**src/rtl/mul_seq_ctrl.sv**
```systemverilog
// mul_seq_ctrl: sequencer for the shared multiply unit (MUL/MLA/UMULL/SMULL/UMLAL/SMLAL)
// Ports: clk/rst_n; start/flush issue control; i_* decoded fields; rf_rdata_b accumulate
// operand; mul_bus multiply result; rf_ra_a/rf_ra_b RF read addresses; mul_ld/mul_gate/
// mul_hilo/mul_signed multiply-unit controls; rf_we/rf_wa/rf_wd write-back; flag_we/
// flag_n/flag_z N/Z update; busy pipeline hold; done completion pulse.
module mul_seq_ctrl #(
    parameter int MUL_LATENCY = 1,
    parameter int REG_AW      = 4
) (
    input  logic              clk,
    input  logic              rst_n,
    input  logic              start,
    input  logic              flush,
    input  logic              i_long,
    input  logic              i_signed,
    input  logic              i_acc,
    input  logic              i_s,
    input  logic [REG_AW-1:0] i_rd,
    input  logic [REG_AW-1:0] i_rn,
    input  logic [REG_AW-1:0] i_rs,
    input  logic [REG_AW-1:0] i_rm,
    input  logic [31:0]       rf_rdata_b,
    input  logic [31:0]       mul_bus,
    output logic [REG_AW-1:0] rf_ra_a,
    output logic [REG_AW-1:0] rf_ra_b,
    output logic              mul_ld,
    output logic              mul_gate,
    output logic              mul_hilo,
    output logic              mul_signed,
    output logic              rf_we,
    output logic [REG_AW-1:0] rf_wa,
    output logic [31:0]       rf_wd,
    output logic              flag_we,
    output logic              flag_n,
    output logic              flag_z,
    output logic              busy,
    output logic              done
);
    typedef enum logic [2:0] {IDLE, LOAD, LO, HI, DN} state_t;
    state_t state;
    logic long_q, sgn_q, acc_q, s_q, carry, zlo, zhi, nq;
    logic [REG_AW-1:0] rd_q, rn_q, rs_q, rm_q;
    logic [3:0] cnt;
    logic [32:0] sum;
    logic in_lo, in_hi, in_dn;
    assign in_lo = state == LO;
    assign in_hi = state == HI;
    assign in_dn = state == DN;
    // the low-word carry only feeds the high-word add
    assign sum = {1'b0, mul_bus} + {1'b0, acc_q ? rf_rdata_b : 32'd0} + {32'd0, in_hi & carry};
    always_comb begin
        rf_ra_a    = state == LOAD ? rm_q : '0;
        rf_ra_b    = state == LOAD ? rs_q : in_lo ? rn_q : in_hi ? rd_q : '0;
        mul_ld     = state == LOAD;
        mul_signed = state == LOAD & long_q & sgn_q;
        mul_gate   = in_lo | in_hi;
        mul_hilo   = in_hi;
        rf_wa      = in_lo & long_q ? rn_q : (in_lo | in_hi) ? rd_q : '0;
        rf_wd      = (in_lo | in_hi) ? sum[31:0] : 32'd0;
        // register 15 is never written by this unit
        rf_we      = (in_lo | in_hi) & ~flush & (rf_wa != REG_AW'(15));
        flag_we    = in_dn & s_q & ~flush;
        flag_n     = in_dn & nq;
        flag_z     = in_dn & zlo & (~long_q | zhi);
        busy       = state != IDLE;
        done       = in_dn & ~flush;
    end
    always_ff @(posedge clk or negedge rst_n) begin
        if (!rst_n) begin
            state  <= IDLE;
            long_q <= 1'b0;
            sgn_q  <= 1'b0;
            acc_q  <= 1'b0;
            s_q    <= 1'b0;
            rd_q   <= '0;
            rn_q   <= '0;
            rs_q   <= '0;
            rm_q   <= '0;
            cnt    <= '0;
            carry  <= 1'b0;
            zlo    <= 1'b0;
            zhi    <= 1'b0;
            nq     <= 1'b0;
        end else if (flush) begin
            state <= IDLE;
        end else begin
            case (state)
                IDLE: if (start) begin
                    state  <= LOAD;
                    long_q <= i_long;
                    sgn_q  <= i_signed;
                    acc_q  <= i_acc;
                    s_q    <= i_s;
                    rd_q   <= i_rd;
                    rn_q   <= i_rn;
                    rs_q   <= i_rs;
                    rm_q   <= i_rm;
                    cnt    <= 4'(MUL_LATENCY - 1);
                end
                LOAD: if (cnt == 4'd0) state <= LO; else cnt <= cnt - 4'd1;
                LO: begin
                    carry <= long_q & sum[32];
                    zlo   <= sum[31:0] == 32'd0;
                    nq    <= sum[31];
                    state <= long_q ? HI : DN;
                end
                HI: begin
                    zhi   <= sum[31:0] == 32'd0;
                    nq    <= sum[31];
                    state <= DN;
                end
                default: state <= IDLE;
            endcase
        end
    end
endmodule

```
**config.mk**
```make
export PLATFORM = sky130hd
export DESIGN_NAME = mul_seq_ctrl
export DESIGN_NICKNAME = d
export VERILOG_FILES = /design/src/rtl/mul_seq_ctrl.sv
export SDC_FILE = /design/constraint.sdc
export NUM_CORES = 1
export LEC_CHECK = 0
export CORE_MARGIN = 2
export CORE_UTILIZATION = 50
export DETAILED_ROUTE_END_ITERATION = 16
export PLACE_DENSITY = 0.88
export SETUP_SLACK_MARGIN = 0.05
export SLEW_MARGIN = 40
export SYNTH_ARGS = -nofsm -noshare
export SYNTH_HDL_FRONTEND = slang
export SYNTH_SLANG_ARGS = --single-unit
```
**constraint.sdc**
```tcl
create_clock -name clk -period 8.7 [get_ports clk]
set_clock_uncertainty 0.1 [all_clocks]
set_input_delay 1.74 -clock clk [delete_from_list [all_inputs] [get_ports clk]]
set_output_delay 1.74 -clock clk [all_outputs]
set_load 0.02 [all_outputs]
```
# After elaboration in Yosys (flattened, before gate mapping)

Index checks and enable logic that the tools add are counted.

Register bits: 31
Output and inout bits: 54

Add/sub/neg operators: 3
Equality and inequality tests: 9
Muxes and demuxes: 16
Bitwise logic cells: 17
Reduce and logical (&&, ||, !) cells: 12

Operators by type and width:

| kind                                                | count |
|---|---|
| two-way mux 32 bit                                  | 2 |
| adder 32 x 32 -> 33 bit                             | 1 |
| adder 33 x 1 -> 33 bit                              | 1 |
| logical NOT 32 bit                                  | 1 |
| two-way mux 4 bit                                   | 8 |
| AND 1 bit                                           | 13 |
| two-way mux 3 bit                                   | 4 |
| case mux 3 bit (4 select lines)                     | 1 |
| case mux 4 bit (2 select lines)                     | 1 |
| AND reduction 2 bit                                 | 4 |
| equality test 3 x 2 -> 1 bit, second input constant | 2 |
| logical NOT 4 bit                                   | 1 |
| != test 2 bit, second input constant                | 2 |
| != test 4 bit, second input constant                | 1 |
| AND reduction 4 bit                                 | 1 |
| subtractor 4 x 1 -> 4 bit, second input constant    | 1 |
| equality test 3 x 1 -> 1 bit, second input constant | 1 |
| equality test 3 bit, second input constant          | 1 |
| logical NOT 3 bit                                   | 1 |
| != test 3 x 2 -> 1 bit, second input constant       | 1 |
| != test 3 bit, second input constant                | 1 |
| AND reduction 3 bit                                 | 1 |
| nonzero test 3 bit                                  | 1 |
| NOT 1 bit                                           | 2 |
| 3 further kinds                                     | 4 |

# Longest topological paths before layout

Word-level depth: 6
Depth in mapped cells: 16
Depth with buffers taken out: 14

# Least setup slack after synthesis

Ideal clock, no wire load.

Kind: input-to-output
From: input rf_rdata_b[0]
To: output rf_wd[31]
Arrival time: 4.070 ns
Required time: 6.860 ns
Setup slack: 2.790 ns
Stages: 10
Buffers on the path: 0
Path through: nand2_1 fa_1 nor2b_1 o2111ai_1 a211o_1 nand2_1 a31oi_1 or3_2 and3_1 nor2_1

Word-level cells in the longest chain between the ends: 4

Ends and longest elaborated chain:

| element                 | line | source |
|---|---|---|
| start, declared         | 22   | `input logic [31:0] rf_rdata_b,` |
| two-way mux 32 bit      | 50   | `assign sum = {1'b0, mul_bus} + {1'b0, acc_q ? rf_rdata_b : 32'd0} + {32'd0, in_hi & carry};` |
| adder 32 x 32 -> 33 bit | 50   |  |
| adder 33 x 1 -> 33 bit  | 50   |  |
| two-way mux 32 bit      | 59   | `rf_wd = (in_lo \| in_hi) ? sum[31:0] : 32'd0;` |
| end, declared           | 32   | `output logic [31:0] rf_wd,` |

No other way between the ends.

# Worst setup path in the final report

From: input rf_rdata_b[0]
To: output rf_wd[30]

Same word-level chain as after synthesis.

==> flow_summary.ini <==
[run_status]
status = completed

[sta]
worstMarginPinSlew_ns = 0.794
setup_tns_ns = 0
rsz0062_at_grt = no
slew_viol_final = 0
fin_crit_sh = 0.822
min_period_ns = 7.15
slew_headroom = 0.467
fmax_mhz = 140
hold_viol_final = 0
setup_viol = 0
holdWs_ns = 0.407

[drt]
vias = 4397
totalWireLength_um = 12300
dr.pass1.iters = 5
drtIter0Drc = 254
ant_nets = 0
route.detailed.wl_per_inst_um = 16.7
via_per_inst = 5.99
drcViolationCount = 0

[final_layout]
multi_input_area_mm2 = 0.00301
ff_latch_area_um2 = 777
area_growth_syn_to_layout_pct = 40.8
drive_above_1_share = 0.0965
nNetsFinal = 754
nFillCells = 609
num_antenna_cells = 0

[critical_path]
end_kind = primary output
critPathTopFamily = buffers and inverters
start_kind = input port
crit_start = rf_rdata_b[0]
worstPathArrival_ns = 5.31
path_max_fanout = 4
worstSetupPathType = in -> out
crit_required_ns = 6.86
reg2reg_from = state[0]
path_buf_inv = 2
cp_cell_sequence = clkdlybuf4s50_1, nand2_1, fa_1, fa_1, nor2b_1, o2111ai_2, a21oi_1, o31ai_2, a31oi_1, xor2_1, and2_1, clkdlybuf4s50_1
cp_slowest_cell = clkdlybuf4s50_1
critPathMaxStageDelay_ns = 0.60

[clock_network]
cts_tree = built
cts_buffers = 5
root_buffer = clkbuf_8
cts_sinks = 31
h-tree-depth = 2
clk_pin_slew_worst_paths_ns = 0.07
cts.path.max_buffers = 2
clk_latency_ns = 0.29
post_cts_resized = 0
cts_setup_buffers = 0
ctsHoldBuffers = 0

[flow_run]
max_cap_viol_count = 0

[logic_synthesis]
syn_area_mm2 = 0.00391
ys_types = 75
netlist_top_cells_area = dfrtp_1, ha_1, and2_1
synth_edf_count = 0
async_flop_share = 1.00
synth_seq_cells = 31
synth_top_area_share = 0.198
synth-main-ff-cell = dfrtp_1
ys_warn_count = 0
syn_nets = 621
seq_area_frac_synth = 0.198
syn_area_per_cell_um2 = 7.86
yosysTopAreaCell = dfrtp_1
syn_inst = 498

[grt]
antenna_found_initial = 0
overflow = 0
grt_max_degree = 34
grt_pass1_wl_um = 20200
track_usage = 0.286
grt_pass1_vias = 4409

[die]
coreArea_mm2 = 0.00765
start_util = 0.512
die_w_um = 92.5
ios = 142
die_area_mm2 = 0.00855
dieHeight_um = 92.5
rows = 32

[min_path]
hold_class = reg -> reg
min_from = rm_q[2]

[pwr]
powerDensity_mw_per_mm2 = 205
vdd_drop_max_v = 0.0000975
p_leak_nw = 2.25

[placement]
dp_hpwl_um = 9940
portBuffers = 141
place_congestion = 0.891
through the flow:
stage	power, mW	utilization	setup WS (ns)	cells	area, um^2
floorplan	0.737	-	2.79	498	3910
global placement	0.950	0.704	1.67	726	5380
detailed placement	0.969	0.705	1.59	726	5390
CTS	1.12	0.720	1.55	734	5510
global route	1.21	0.720	1.37	734	5510
finish	1.13	0.720	1.55	734	5510
where the power goes:
| group | internal [mW] | leakage, nW | switching (mW) |
|---|---|---|---|
| clock | 0.0926 | 0.0612 | 0.0550 |
| sequential | 0.186 | 0.381 | 0.0452 |
| combinational | 0.339 | 1.81 | 0.412 |
state kept, by name, indices dropped and copies added, names as in the netlist, 3 cells and up:
register and cells:
state 3, rn_q 4, rm_q 4, rs_q 4, rd_q 4, cnt 4
worst register-to-register path: stages, from the launching register on:
cell and delay, ns:
dfrtp_1 0.57, inv_1 0.22, nor2_1 0.22, nand2_1 0.10, fa_1 0.43, fa_1 0.43
nor2b_1 0.21, o2111ai_2 0.17, a21o_1 0.26, a211oi_2 0.30, o21ai_0 0.18, a2111oi_2 0.33
and4b_1 0.24, nand4_1 0.13, o31ai_1 0.30
worst paths after layout:
kind,end,slack (ns),cells past startpoint
setup / recovery,rf_wd[30],1.55,12
hold / removal,rm_q[2],0.41,1
setup reg to reg,zlo,4.39,14
hold reg to reg,rm_q[2],0.41,1
max in group asynchronous,acc_q,6.45,2
min in group asynchronous,rm_q[1],1.74,2
per-layer routing:
layer / track usage / routed length [um]
met1: 0.361 / 5140
met2: 0.503 / 6040
met3: 0.0415 / 831
met4: 0.0846 / 275
met5: 0 / 0
cell families (layout without fill, tap and decap cells):
kind of cell,count (synthesis),after routing,share of synthesized area
adder cells (fa/ha/maj),35,35,0.116
AO/OA/AOI/OAI,125,125,0.229
flip-flops,31,31,0.198
AND/OR/NAND/NOR,224,224,0.290
XOR/XNOR,24,24,0.0537
buffers and inverters,31,165,0.0345
multiplexers,28,28,0.0793
cells in the mapped netlist (11+ instances only):
| master | n |
|---|---|
| xnor2_1 | 13 |
| xor2_1 | 11 |
| nor2_1 | 60 |
| inv_1 | 14 |
| dfrtp_1 | 31 |
| nand3_1 | 15 |
| and2_1 | 46 |
| ha_1 | 33 |
| o21ai_0 | 21 |
| mux2_2 | 24 |
| a21oi_1 | 35 |
| nand2_1 | 50 |
final cells by class:
type	instances	area share
Clock inverter	2	0.00636
Multi-Input combinational cell	436	0.546
Sequential cell	31	0.141
Timing Repair Buffer	143	0.259
Inverter	14	0.00954
Clock buffer	6	0.0150
Tap cell	102	0.0232
cells in the final DEF (no fill, tap or decap), drive strengths merged, types with 3 or more instances in the layout:
cell type and n:
clkdlybuf4s50 141, nor2 60, nand2 51, and2 46, a21oi 38, ha 33
dfrtp 31, mux2 24, o21ai 22, nand3 15, inv 14, xnor2 13
xor2 11, nor3 11, and3 11, clkbuf 6, a21o 6, a31oi 6
o31ai 6, o211ai 5, nor2b 5, o21a 5, a22oi 5, or3 5
nor4 5, mux2i 4, nand4 4, nand2b 3, a41oi 3, o2111ai 3
o311ai 3, a2111oi 3
Power figures use the tool's default switching activity.
